<file path="config.mk">
export PLATFORM = sky130hd
export DESIGN_NAME = switch_box_config_loader
export DESIGN_NICKNAME = d
export VERILOG_FILES = /design/src/rtl/sb_cfg_pkg.sv /design/src/rtl/sb_cfg_bank.sv /design/src/rtl/switch_box_config_loader.sv
export SDC_FILE = /design/constraint.sdc
export NUM_CORES = 1
export LEC_CHECK = 0
export CAP_MARGIN = 5
export CORE_MARGIN = 3
export CORE_UTILIZATION = 30
export CTS_CLUSTER_DIAMETER = 40
export DETAILED_ROUTE_END_ITERATION = 6
export PLACE_DENSITY = 0.59
export SYNTH_ARGS = -nofsm -noshare
export SYNTH_HDL_FRONTEND = slang
export SYNTH_SLANG_ARGS = --single-unit
</file>
<file path="constraint.sdc">
create_clock -name clk -period 5.5 [get_ports clk]
set_clock_uncertainty 0.1 [all_clocks]
set_input_delay 1.1 -clock clk [delete_from_list [all_inputs] [get_ports clk]]
set_output_delay 1.1 -clock clk [all_outputs]
set_load 0.02 [all_outputs]
</file>
<file path="src/rtl/sb_cfg_pkg.sv">
// Shared constants and FSM state type for the switch box configuration loader.
// The optional parity check in the loader is enabled by defining SB_CFG_PARITY_EN.
package sb_cfg_pkg;

  localparam int CFG_W_DEF = 6;

  // Bit positions of each switch inside one element's configuration word.
  localparam int SB_NE = 0;
  localparam int SB_ES = 1;
  localparam int SB_SW = 2;
  localparam int SB_WN = 3;
  localparam int SB_NS = 4;
  localparam int SB_EW = 5;

  typedef enum logic [1:0] {
    IDLE   = 2'd0,
    LOAD   = 2'd1,
    COMMIT = 2'd2,
    ERR    = 2'd3
  } sb_state_e;

  function automatic int idx_width(input int n);
    return (n > 1) ? $clog2(n) : 1;
  endfunction

endpackage

</file>
<file path="src/rtl/sb_cfg_bank.sv">
// Shadow and active configuration storage: words land in the shadow bank one at a
// time and are copied to the active bank in a single edge on the commit strobe.
module sb_cfg_bank
  import sb_cfg_pkg::*;
#(
  parameter int NUM_ELEM = 16,
  parameter int CFG_W    = CFG_W_DEF,
  parameter int IDX_W    = idx_width(NUM_ELEM)
) (
  input  logic                      clk,
  input  logic                      rst_n,
  input  logic                      i_wr_en,
  input  logic [IDX_W-1:0]          i_wr_idx,
  input  logic [CFG_W-1:0]          i_wr_data,
  input  logic                      i_commit,
  output logic [NUM_ELEM*CFG_W-1:0] o_active
);

  logic [NUM_ELEM*CFG_W-1:0] r_shadow;
  logic [NUM_ELEM*CFG_W-1:0] r_active;

  // NOTE: both banks are small flop arrays, so they take the async reset; a reset
  // active bank guarantees every switch is open, and a reset shadow keeps state defined.
  always_ff @(posedge clk or negedge rst_n) begin
    if (!rst_n) begin
      r_shadow <= '0;
    end else if (i_wr_en) begin
      r_shadow[int'(i_wr_idx)*CFG_W +: CFG_W] <= i_wr_data;
    end
  end

  always_ff @(posedge clk or negedge rst_n) begin
    if (!rst_n) begin
      r_active <= '0;
    end else if (i_commit) begin
      r_active <= r_shadow;
    end
  end

  assign o_active = r_active;

endmodule

</file>
<file path="src/rtl/switch_box_config_loader.sv">
// Frame loader for switch box configuration: accepts NUM_ELEM words, then commits them
// atomically to sb_c. Define SB_CFG_PARITY_EN to add the cfg_par input and the ERR path.
module switch_box_config_loader
  import sb_cfg_pkg::*;
#(
  parameter int NUM_ELEM = 16,
  parameter int CFG_W    = CFG_W_DEF
) (
  input  logic                      clk,
  input  logic                      rst_n,
  input  logic                      cfg_start,
  input  logic                      cfg_valid,
  input  logic [CFG_W-1:0]          cfg_data,
`ifdef SB_CFG_PARITY_EN
  input  logic                      cfg_par,
`endif
  output logic                      cfg_ready,
  output logic                      cfg_busy,
  output logic                      cfg_done,
  output logic                      cfg_err,
  output logic [NUM_ELEM*CFG_W-1:0] sb_c
);

  localparam int              IDX_W    = idx_width(NUM_ELEM);
  localparam logic [IDX_W-1:0] LAST_IDX = IDX_W'(NUM_ELEM - 1);

  sb_state_e        r_state;
  sb_state_e        w_state_nxt;
  logic [IDX_W-1:0] r_idx;
  logic             r_done;
  logic             w_accept;
  logic             w_restart;
  logic             w_commit;
  logic             w_last;
  logic             w_par_bad;

`ifdef SB_CFG_PARITY_EN
  assign w_par_bad = cfg_par ^ (^cfg_data);
`else
  assign w_par_bad = 1'b0;
`endif

  assign w_last = (r_idx == LAST_IDX);

  // NOTE: every signal assigned here gets a default first, so no path can infer a latch.
  always_comb begin
    w_state_nxt = r_state;
    w_accept    = 1'b0;
    w_restart   = 1'b0;
    w_commit    = 1'b0;
    cfg_ready   = 1'b0;
    case (r_state)
      IDLE: begin
        if (cfg_start) begin
          w_restart   = 1'b1;
          w_state_nxt = LOAD;
        end
      end
      LOAD: begin
        cfg_ready = 1'b1;
        // A restart wins over a word offered in the same cycle.
        if (cfg_start) begin
          w_restart = 1'b1;
        end else if (cfg_valid) begin
          if (w_par_bad) begin
            w_state_nxt = ERR;
          end else begin
            w_accept = 1'b1;
            if (w_last) w_state_nxt = COMMIT;
          end
        end
      end
      COMMIT: begin
        w_commit    = 1'b1;
        w_state_nxt = IDLE;
      end
      ERR: begin
        if (cfg_start) begin
          w_restart   = 1'b1;
          w_state_nxt = LOAD;
        end
      end
      default: w_state_nxt = IDLE;
    endcase
  end

  // NOTE: sequential state uses non-blocking assignments so every flop samples
  // pre-edge values regardless of statement order.
  always_ff @(posedge clk or negedge rst_n) begin
    if (!rst_n) begin
      r_state <= IDLE;
      r_idx   <= '0;
      r_done  <= 1'b0;
    end else begin
      r_state <= w_state_nxt;
      r_done  <= w_commit;
      if (w_restart) begin
        r_idx <= '0;
      end else if (w_accept && !w_last) begin
        r_idx <= r_idx + 1'b1;
      end
    end
  end

`ifdef SB_CFG_PARITY_EN
  logic r_err;

  always_ff @(posedge clk or negedge rst_n) begin
    if (!rst_n) begin
      r_err <= 1'b0;
    end else if (w_restart) begin
      r_err <= 1'b0;
    end else if (r_state == LOAD && cfg_valid && w_par_bad) begin
      r_err <= 1'b1;
    end
  end

  assign cfg_err = r_err;
`else
  assign cfg_err = 1'b0;
`endif

  assign cfg_busy = (r_state == LOAD) || (r_state == COMMIT);
  assign cfg_done = r_done;

  sb_cfg_bank #(
    .NUM_ELEM (NUM_ELEM),
    .CFG_W    (CFG_W),
    .IDX_W    (IDX_W)
  ) u_bank (
    .clk       (clk),
    .rst_n     (rst_n),
    .i_wr_en   (w_accept),
    .i_wr_idx  (r_idx),
    .i_wr_data (cfg_data),
    .i_commit  (w_commit),
    .o_active  (sb_c)
  );

endmodule

</file>
==> results.txt <==
Status = finished clean
Die Width = 181.3 um
Via-per-instance ratio = 5.010
Largest family of logic cells by synthesized area = multiplexers
DR iter-0 viols = 517
Syn. warnings = 0
Initial antenna violation count = 0
Netlist cell types = 66
Cells taking the most area after synthesis = dfrtp_1 (54%), mux2_2 (22%), nand2_1 (2.0%)
Required time of the critical path = 5.73 ns
ANT nets after route = 0
Share of layout cells above drive strength 1 = 30.79%
Crit Path Class = register to register
Final Power = 0.003721 W
Syn-to-layout area delta = 23.51%
Routed vias = 6152
Number of synthesized register bits = 199
Hpwl dp = 17110 um
RSZ-0062 raised after global routing = false
TritonCTS clock tree = yes
Commonest non-fill, non-tap cell in the layout = dfrtp_1
Seq/Total Area, Yosys = 54.02%
Worst path cell trace = inv_1, fa_1, xnor2_2, nand3_1, a21oi_1, ha_1, nor2_1, o2111ai_2, nor4_2, and2_1, mux2_2
Routability cong. = 0.8402
Reg clk slew, reported paths = 0.08 ns
Fill cells = 2894
Largest area contributor in the netlist = dfrtp_1
Xor/xnor cell area share of the yosys netlist = 0.8279%
Pins over their slew limit = 0
Number of buffers created by CTS = 17
Multi-input logic area = 0.004049 mm2
Initial Utilization = 30.78%
Setup tns final = 0 ns
WL met3 = 1055 um
Slowest cell on crit path = dfrtp_1
F_max = 222.3 MHz
Die ar. = 0.03287 mm2
Power Dens Cells = 326.8 mW/mm2
Worst setup EP type = register
Max-cap violation count = 0
Placement Rows = 63
Synth Cell Area = 0.009219 mm2
Post-synthesis compound-gate area fraction = 7.098%
Pleak = 5.164 nW
R2r endpoint = u_bank.r_shadow[72]$_DFFE_PN0P_
Arrival time worst endpoint = 4.72 ns
Largest net degree at the start of global routing = 122
Hold-fix buffers, CTS = 0
Clock Path Buffers = 2
Post-synth top flop = dfrtp_1
Final Hold Viols = 0
Worst R2R Start = r_idx[2]$_DFFE_PN0P_
FF-to-FF setup slack = 1.00 ns
Commonest cells after routing, fill and taps aside = dfrtp_1 (199), mux2_2 (180), clkdlybuf4s50_1 (107)
Final setup vio count = 0
CP endpoint = u_bank.r_shadow[72]$_DFFE_PN0P_
Yosys top cell area share = 54.02%
CP peak stage delay = 0.72 ns
Clock Latency Late Sink = 0.44 ns
Slew headroom = 12.76%
DRT Wirelength = 24060 um
Ant. Diodes = 0
Critical path startpoint = r_idx[2]$_DFFE_PN0P_
Drt pass-1 iters = 5
Post-Syn Instances = 720
Total global routing overflow = 0
Worst vdd ir = 0.1575 mV
Critical path launch point type = register
First-pass GRT wire length = 37780 um
Final Net Count = 845
Post-CTS Setup Bufs = 0
Net Count, Synth = 740
Clock sink total = 199
Number of flops mapped to enable cells by yosys = 0
Synth async-reset ratio = 100.0%
DRC violations left = 0
Post-CTS sizing = 0
I/O Pins = 110
Routed length on met1 = 11540 um
Hold Crit Class = register to register
Metal2 WL = 11150 um
IO buf count = 108
Crit Path Max Fanout = 19
GRT Util Overall = 14.58%
Worst-Margin Slew = 1.300 ns
Tcrit/Tclk final = 81.78%
Post-Synth Adder-Cell Area = 1.439%
Reg area = 0.004980 mm2
Top Metal Used = met4
Chip height = 181.3 um
H-tree depth = 4
Number of global-route vias before repair = 6430
Per-cell routed wire length = 19.60 um
Post-Synth Simple-Gate Area = 10.76%
Core footprint = 0.02995 mm2
Average size of a mapped cell = 12.80 um2
Reg2Reg Depth = 11
Root Buffer = clkbuf_16
Multiplexer share of the synthesized area = 23.62%
Period minus WS final = 4.498 ns
## synthesized netlist by cell type, drive strengths merged (3+ instances only)
cell type and number:
or2 3, or4 3, a22o 9, or3 5, nor2b 11, a211oi 6, nor2 22, nand4 3
o22ai 12, o2111ai 5, mux2i 6, mux2 186, nor3 13, ha 9, o21ai 20, nor4 12
nand3b 6, dfrtp 199, nand2 50, buf 10, nand3 18, nand2b 8, o21a 3, and3 5
inv 19, and2 7, xnor2 5, a21oi 14, nor3b 5, clkbuf 21
## routing by layer
| layer | track usage (%) | vias to the layer above |
|---|---|---|
| li1 | - | 2824 |
| met1 | 20.58 | 3133 |
| met2 | 23.13 | 169 |
| met3 | 2.678 | 26 |
| met4 | 3.931 | 0 |
| met5 | 0 | - |
## worst max-delay path, delay by kind of cell (launching register included)
kind	cells	cell delay, ns
flops	1	0.72
fa+ha+maj	2	0.83
compound gates	2	0.48
buf+inv	1	0.29
simple gates	4	1.11
xor+xnor	1	0.52
mux	1	0.33
## stage by stage
| step | instance area (um2) | hold slack, ns | setup slack [ns] | utilization [%] | std cells |
|---|---|---|---|---|---|
| after floorplan | 9219 | 0.3640 | 1.691 | - | 720 |
| after global placement | 10750 | 0.3861 | 1.213 | 35.90 | 1196 |
| after detailed placement | 10750 | 0.3904 | 1.064 | 35.90 | 1196 |
| after CTS | 11390 | 0.4038 | 1.043 | 38.01 | 1228 |
| after global routing | 11390 | 0.4242 | 0.7147 | 38.01 | 1228 |
| final | 11390 | 0.4008 | 1.002 | 38.01 | 1228 |
## how the worst min path moves through the flow
stage                                                from                         endpoint  slack (ns)  cells after the start
after floorplan           u_bank.r_shadow[14]$_DFFE_PN0P_  u_bank.r_shadow[14]$_DFFE_PN0P_        0.36                      2
after global placement    u_bank.r_shadow[27]$_DFFE_PN0P_  u_bank.o_active[27]$_DFFE_PN0P_        0.39                      1
after detailed placement  u_bank.r_shadow[49]$_DFFE_PN0P_  u_bank.o_active[49]$_DFFE_PN0P_        0.39                      1
after CTS                 u_bank.r_shadow[54]$_DFFE_PN0P_  u_bank.o_active[54]$_DFFE_PN0P_        0.40                      1
after global routing      u_bank.r_shadow[74]$_DFFE_PN0P_  u_bank.o_active[74]$_DFFE_PN0P_        0.42                      1
final                     u_bank.r_shadow[54]$_DFFE_PN0P_  u_bank.o_active[54]$_DFFE_PN0P_        0.40                      1
## where the power goes
part	leakage (nW)	switching, W	internal, W
clock	0.302	0.000617	0.000738
combinational	2.12	0.000589	0.000265
sequential	2.74	0.0000183	0.00149
total	5.16	0.00122	0.00250
## cell families (layout without fill, tap and decap cells)
group | count (synthesis) | count (layout)
xor+xnor | 7 | 7
flops | 199 | 199
other cells | 1 | 1
buf+inv | 50 | 168
fa+ha+maj | 10 | 10
compound gates | 87 | 87
mux | 192 | 192
simple gates | 174 | 174
## state kept, by name, summed over array words and instances, names as in the netlist
signal	cells
u_bank.r_shadow	96
cfg_done	1
u_bank.o_active	96
r_idx	4
r_state	2
## cell type report
| cell class | instances | area share (%) |
|---|---|---|
| well taps | 390 | 4.286 |
| inverters | 19 | 0.6264 |
| clock inverters | 15 | 1.824 |
| flip-flops and latches | 199 | 43.74 |
| clock buffers | 17 | 3.736 |
| repair buffers | 117 | 10.23 |
| multi-input cells | 471 | 35.56 |
No activity file was read; power rests on OpenSTA's default activity.
